--- config.mk ---
export PLATFORM = sky130hd
export DESIGN_NAME = int_ctrl_flat
export DESIGN_NICKNAME = d
export VERILOG_FILES = /design/src/rtl/int_ctrl_if.sv /design/src/rtl/int_ctrl.sv /design/src/flat_wrapper.sv
export SDC_FILE = /design/constraint.sdc
export NUM_CORES = 1
export LEC_CHECK = 0
export BUFFER_PORTS_ARGS = -buffer_cell sky130_fd_sc_hd__buf_2
export CAP_MARGIN = 20
export CORE_MARGIN = 2
export CORE_UTILIZATION = 52
export CTS_BUF_LIST = sky130_fd_sc_hd__clkbuf_16
export DETAILED_ROUTE_END_ITERATION = 6
export PLACE_DENSITY = 0.83
export SLEW_MARGIN = 20
export SYNTH_ARGS = -nofsm -noshare
export SYNTH_HDL_FRONTEND = slang
export SYNTH_SLANG_ARGS = --single-unit
--- constraint.sdc ---
create_clock -name clk -period 2.17 [get_ports clk]
set_input_delay 0.217 -clock clk [delete_from_list [all_inputs] [get_ports clk]]
set_output_delay 0.217 -clock clk [all_outputs]
set_load 0.02 [all_outputs]
--- src/rtl/int_ctrl_if.sv ---
// Handshake bundle between the interrupt controller and the control unit.
// The control unit owns the master side; int_ctrl is the slave.
interface int_ctrl_if;
  logic [3:0] irq;
  logic       IF_set;
  logic       IF_clear;
  logic       mask_we;
  logic [3:0] mask_in;
  logic       int_ack;
  logic       int_ret;
  logic       int_req;
  logic [2:0] int_num;
  logic       IF_out;
  logic [3:0] pending;
  logic [3:0] in_service;

  modport master (
    output irq, IF_set, IF_clear, mask_we, mask_in, int_ack, int_ret,
    input  int_req, int_num, IF_out, pending, in_service
  );

  modport slave (
    input  irq, IF_set, IF_clear, mask_we, mask_in, int_ack, int_ret,
    output int_req, int_num, IF_out, pending, in_service
  );
endinterface

--- src/rtl/int_ctrl.sv ---
// 4-source priority interrupt controller with nesting, mask and global enable.
// int_req rises 1 cycle after a qualifying pending bit; the offer holds until int_ack.
module int_ctrl (
  input  logic       clk,
  input  logic       reset,
  int_ctrl_if.slave  bus
);
  typedef enum logic [1:0] {IDLE, REQ, ACK} state_t;

  state_t     state, state_nxt;
  logic [1:0] idx, idx_nxt;
  logic [3:0] sync1, sync2, sync_prev, rise;
  logic [3:0] pending, in_service, mask;
  logic       if_flag;
  logic [3:0] elig, elig_low, isr_low;
  logic [1:0] cand_idx;
  logic       prio_ok, qualify, ack;
  logic [3:0] ack_set, ret_clr;

  assign rise     = sync2 & ~sync_prev;
  assign elig     = pending & ~mask;
  assign elig_low = elig & (~elig + 4'd1);
  assign isr_low  = in_service & (~in_service + 4'd1);
  // One-hot compare: a lower index means a numerically smaller one-hot value.
  assign prio_ok  = (in_service == 4'd0) || (elig_low < isr_low);
  assign qualify  = if_flag && (elig != 4'd0) && prio_ok;
  assign ack_set  = ack ? (4'b0001 << idx) : 4'b0000;
  assign ret_clr  = bus.int_ret ? isr_low : 4'b0000;

  always_comb begin
    cand_idx = 2'd0;
    for (int i = 3; i >= 0; i--) begin
      if (elig[i]) cand_idx = i[1:0];
    end
  end

  always_ff @(posedge clk or negedge reset) begin
    if (!reset) begin
      state <= IDLE;
      idx   <= 2'd0;
    end else begin
      state <= state_nxt;
      idx   <= idx_nxt;
    end
  end

  always_comb begin
    state_nxt   = state;
    idx_nxt     = idx;
    ack         = 1'b0;
    bus.int_req = 1'b0;
    bus.int_num = 3'd0;
    case (state)
      IDLE: begin
        if (qualify) begin
          state_nxt = REQ;
          idx_nxt   = cand_idx;
        end
      end
      REQ: begin
        bus.int_req = 1'b1;
        bus.int_num = {1'b0, idx} + 3'd1;
        if (bus.int_ack) state_nxt = ACK;
      end
      ACK: begin
        ack       = 1'b1;
        state_nxt = IDLE;
      end
      default: state_nxt = IDLE;
    endcase
  end

  always_ff @(posedge clk or negedge reset) begin
    if (!reset) begin
      sync1      <= 4'd0;
      sync2      <= 4'd0;
      sync_prev  <= 4'd0;
      pending    <= 4'd0;
      in_service <= 4'd0;
      mask       <= 4'b1111;
      if_flag    <= 1'b0;
    end else begin
      sync1      <= bus.irq;
      sync2      <= sync1;
      sync_prev  <= sync2;
      // A fresh edge on the bit being acknowledged keeps it pending.
      pending    <= (pending & ~ack_set) | rise;
      in_service <= (in_service & ~ret_clr) | ack_set;
      if (bus.mask_we) mask <= bus.mask_in;
      if (bus.IF_clear)     if_flag <= 1'b0;
      else if (bus.int_ret) if_flag <= 1'b1;
      else if (ack)         if_flag <= 1'b0;
      else if (bus.IF_set)  if_flag <= 1'b1;
    end
  end

  assign bus.IF_out     = if_flag;
  assign bus.pending    = pending;
  assign bus.in_service = in_service;
endmodule

--- src/flat_wrapper.sv ---
// flat-port wrapper written by rule: the top's interface ports become plain ports
module int_ctrl_flat 
  (clk, reset, bus_irq, bus_IF_set, bus_IF_clear, bus_mask_we, bus_mask_in, bus_int_ack, bus_int_ret, bus_int_req, bus_int_num, bus_IF_out, bus_pending, bus_in_service);
  int_ctrl_if bus_i ();
  input  logic clk;
  input  logic reset;
  input wire logic [$bits(bus_i.irq)-1:0] bus_irq;
  input wire logic [$bits(bus_i.IF_set)-1:0] bus_IF_set;
  input wire logic [$bits(bus_i.IF_clear)-1:0] bus_IF_clear;
  input wire logic [$bits(bus_i.mask_we)-1:0] bus_mask_we;
  input wire logic [$bits(bus_i.mask_in)-1:0] bus_mask_in;
  input wire logic [$bits(bus_i.int_ack)-1:0] bus_int_ack;
  input wire logic [$bits(bus_i.int_ret)-1:0] bus_int_ret;
  output wire logic [$bits(bus_i.int_req)-1:0] bus_int_req;
  output wire logic [$bits(bus_i.int_num)-1:0] bus_int_num;
  output wire logic [$bits(bus_i.IF_out)-1:0] bus_IF_out;
  output wire logic [$bits(bus_i.pending)-1:0] bus_pending;
  output wire logic [$bits(bus_i.in_service)-1:0] bus_in_service;
  assign bus_i.irq = bus_irq;
  assign bus_i.IF_set = bus_IF_set;
  assign bus_i.IF_clear = bus_IF_clear;
  assign bus_i.mask_we = bus_mask_we;
  assign bus_i.mask_in = bus_mask_in;
  assign bus_i.int_ack = bus_int_ack;
  assign bus_i.int_ret = bus_int_ret;
  assign bus_int_req = bus_i.int_req;
  assign bus_int_num = bus_i.int_num;
  assign bus_IF_out = bus_i.IF_out;
  assign bus_pending = bus_i.pending;
  assign bus_in_service = bus_i.in_service;
  int_ctrl u_core (.clk(clk), .reset(reset), .bus(bus_i));
endmodule
==> flow_summary_export.csv <==
group,metric,value,unit
pwr,p_int,1290,uW
floorplan,dieArea,2770,um2
timing,fin_ws,139,ps
floorplan,die_x,52.6,um
grt,grt_max_degree,30,
yosys,yosys.area.top_type,"dfrtp_1",
yosys,yosysWarnings,0,
yosys,synth_area_leaders,"dfrtp_1, dfstp_2, ha_1",
yosys,ys.flop_type,"dfrtp_1",
detailed_routing,vias_per_cell,4.94,
pwr,clockPowerShare,0.326,
run_status,outcome,"complete, no violations",
placed_design,pre_cts_slack,120,ps
grt,grt_pass1_wl,3.76,mm
yosys,syn_area,1230,um2
floorplan,rows,17,
detailed_routing,first_iter_violations,11,
setup_path,start_kind,"flip-flop",
yosys,yosys.area.top_type_share,0.509,
timing,finalHoldViolCount,0,
clock_tree,numCtsBuffers,5,
pwr,cellLeakagePower,0.000810,uW
timing,finalMaxSlewViolations,0,
grt,grt_pass1_vias,838,
timing,relSlewSlack,0.588,
grt,grt_overflow,0,
clock_tree,clk_latency,270,ps
detailed_routing,dr.pass1.iters,4,
grt,antenna_found_initial,0,
pwr,seqPwrFrac,0.376,
pwr,p_sw_frac,0.323,
setup_path,crit_required,2320,ps
yosys,ys_types,23,
finish,seqCellArea,731,um2
floorplan,initial_core_util,0.551,
setup_path,r2r_setup_slack,140,ps
detailed_routing,routed-via-count,849,
clock_tree,clockRootBuffer,"clkbuf_16",
floorplan,io_pins,28,
clock_tree,cts_tree,"done",
detailed_routing,finalWirelength,2.27,mm
setup_path,worstRegToRegCells,8,
yosys,synth_seq_cells,29,
finish,stdcell_count,172,
placed_design,dpl.hpwl,1.74,mm
setup_path,worstSetupEndpointType,"flip-flop",
timing,finalClockSkew,5.66,ps
timing,finalSetupViolCount,0,
setup_path,cp.arrival,2180,ps
detailed_routing,avgRoutedWirePerCell,13.2,um
yosys,synth.avg_cell_area,11.5,um2
timing,post-route-min-period,2030,ps
pwr,power_switching,614,uW
setup_path,path_max_fanout,4,
finish,fillers,165,
finish,drive_gt1_frac,0.347,
min_path,hold_depth,1,
setup_path,critical_path_class,"flip-flop to flip-flop",
min_path,worstHoldEndpoint,"u_core.sync1[0]$_DFF_PN0_",
clock_tree,clk_pin_slew,50,ps
yosys,synth_nets,129,
pwr,power_density,1210,nW/um2
min_path,hold_path.startpoint,"bus_irq[0]",
clock_tree,htree_levels,2,
placed_design,gp_congestion,0.833,
timing,finalSetupTns,0,ps
finish,num_antenna_cells,0,
pwr,peakVddDrop,0.960,mV
timing,worst_pin_slew,618,ps
yosys,synth-async-reset-ratio,1.00,
detailed_routing,detail-route-antenna-nets,0,
setup_path,r2r_start,"u_core.mask[1]$_DFFE_PN1P_",
detailed_routing,drc,0,
placed_design,numPortBuffers,27,
min_path,hp-class,"input pin to flip-flop",
pwr,share_comb_of_total_power,0.298,
floorplan,die_h,52.6,um
clock_tree,cts_setup_buffers,0,
job,drv_cap,0,
clock_tree,cts.path.max_buffers,2,
finish,syn2layout_area_growth,27.6,%
timing,post-route-period-util,0.936,
floorplan,core,2230,um2
yosys,synth_edf_count,0,
clock_tree,cts.sinks,29,
finish,nets,165,
timing,rsz0062_at_grt,"false",
yosys,synth_commonest_cells,"dfrtp_1, nand2_1, inv_1",
placed_design,numPlacedInstances,163,
setup_path,worst_r2r_endpoint,"u_core.idx[0]$_DFFE_PN0P_",
finish,multi_input_area,470,um2
grt,grt.total_usage,0.199,
timing,clock.fmax,492,MHz
yosys,synth_most_common_cell,"dfrtp_1",
yosys,yosysSeqAreaShare,0.594,
yosys,synthCells,107,
power groups by stage:
| stage | clock network (uW) | registers (uW) | logic (uW) |
|---|---|---|---|
| after global placement | 0 | 712 | 536 |
| final | 620 | 714 | 567 |
| after floorplan | 0 | 747 | 344 |
| after CTS | 631 | 711 | 565 |
| after global routing | 668 | 725 | 632 |
| after detailed placement | 0 | 719 | 559 |
worst max-delay path: stages, from the launching register on:
cell and delay (ps):
dfstp_2 520, nand2b_2 140, o21ai_2 110, nor2_2 100, ha_1 250, a21oi_1 130, o21ai_1 110, a21oi_2 240
mux2_4 320
metrics by stage:
stage | instance area [um2] | hold WS (ps) | total power, uW | util
final | 1570 | 56.3 | 1900 | 0.703
after floorplan | 1230 | -78.6 | 1090 | -
after global placement | 1410 | 255 | 1250 | 0.630
after global routing | 1570 | 48.0 | 2030 | 0.703
after detailed placement | 1410 | 270 | 1280 | 0.630
after CTS | 1560 | 51.1 | 1910 | 0.697
cell type report:
type,instances,share of cell area
inverters,11,0.0263
well taps,28,0.0223
clock inverters,3,0.00877
clock buffers,5,0.0797
multi-input cells,67,0.300
flip-flops and latches,29,0.466
repair buffers,29,0.0973
timing repair:
action,4_1_cts,5_1_grt
hold buffers,1,0
gates resized for setup,0,3
hold endpoints to repair,25,0
endpoints found under the setup margin,0,2
worst max-delay path by stage:
stage	startpoint	endpoint	slack [ps]	cells past startpoint
after floorplan	u_core.bus.pending[3]$_DFF_PN0_	u_core.idx[0]$_DFFE_PN0P_	170	8
final	u_core.mask[1]$_DFFE_PN1P_	u_core.idx[0]$_DFFE_PN0P_	140	8
after detailed placement	u_core.bus.pending[3]$_DFF_PN0_	u_core.idx[0]$_DFFE_PN0P_	120	8
after global routing	u_core.bus.pending[3]$_DFF_PN0_	u_core.idx[0]$_DFFE_PN0P_	0.7	8
after global placement	u_core.bus.pending[3]$_DFF_PN0_	u_core.idx[0]$_DFFE_PN0P_	240	8
after CTS	u_core.bus.pending[3]$_DFF_PN0_	u_core.idx[0]$_DFFE_PN0P_	100	8
registers in the layout, indices dropped and copies added (netlist names):
register / count
u_core.sync1: 4
u_core.bus.IF_out: 1
u_core.bus.in_service: 4
u_core.sync_prev: 4
u_core.state: 2
u_core.bus.pending: 4
u_core.sync2: 4
u_core.idx: 2
u_core.mask: 4
layout by cell type (no fill, tap or decap), types with 3 or more instances in the layout:
cell type  netlist  routed
inv_1           10      11
nor2_1           6       5
mux2_1           4       4
clkbuf_16        0       5
nand2_1         19      19
dfrtp_1         25      25
and2_1           3       3
a21oi_1          3       3
dfstp_2          4       4
buf_2            0      27
o21ai_1          5       5
ha_1             7       7
kinds of logic (layout without fill, tap and decap cells):
logic type | count (synthesis) | count (layout) | synth area share
compound gates | 17 | 17 | 0.103
flops | 29 | 29 | 0.594
mux | 6 | 6 | 0.0610
buf+inv | 11 | 48 | 0.0336
simple gates | 37 | 37 | 0.137
fa+ha+maj | 7 | 7 | 0.0712
per-layer routing:
layer,track usage,part of all wire,up-vias,routed length [um]
met5,0,0,-,0
met4,0.0726,0.012,0,28
met3,0.0886,0.049,4,111
met2,0.315,0.50,24,1130
met1,0.238,0.44,401,1000
li1,-,-,420,-
No activity file was read; power rests on OpenSTA's default activity.
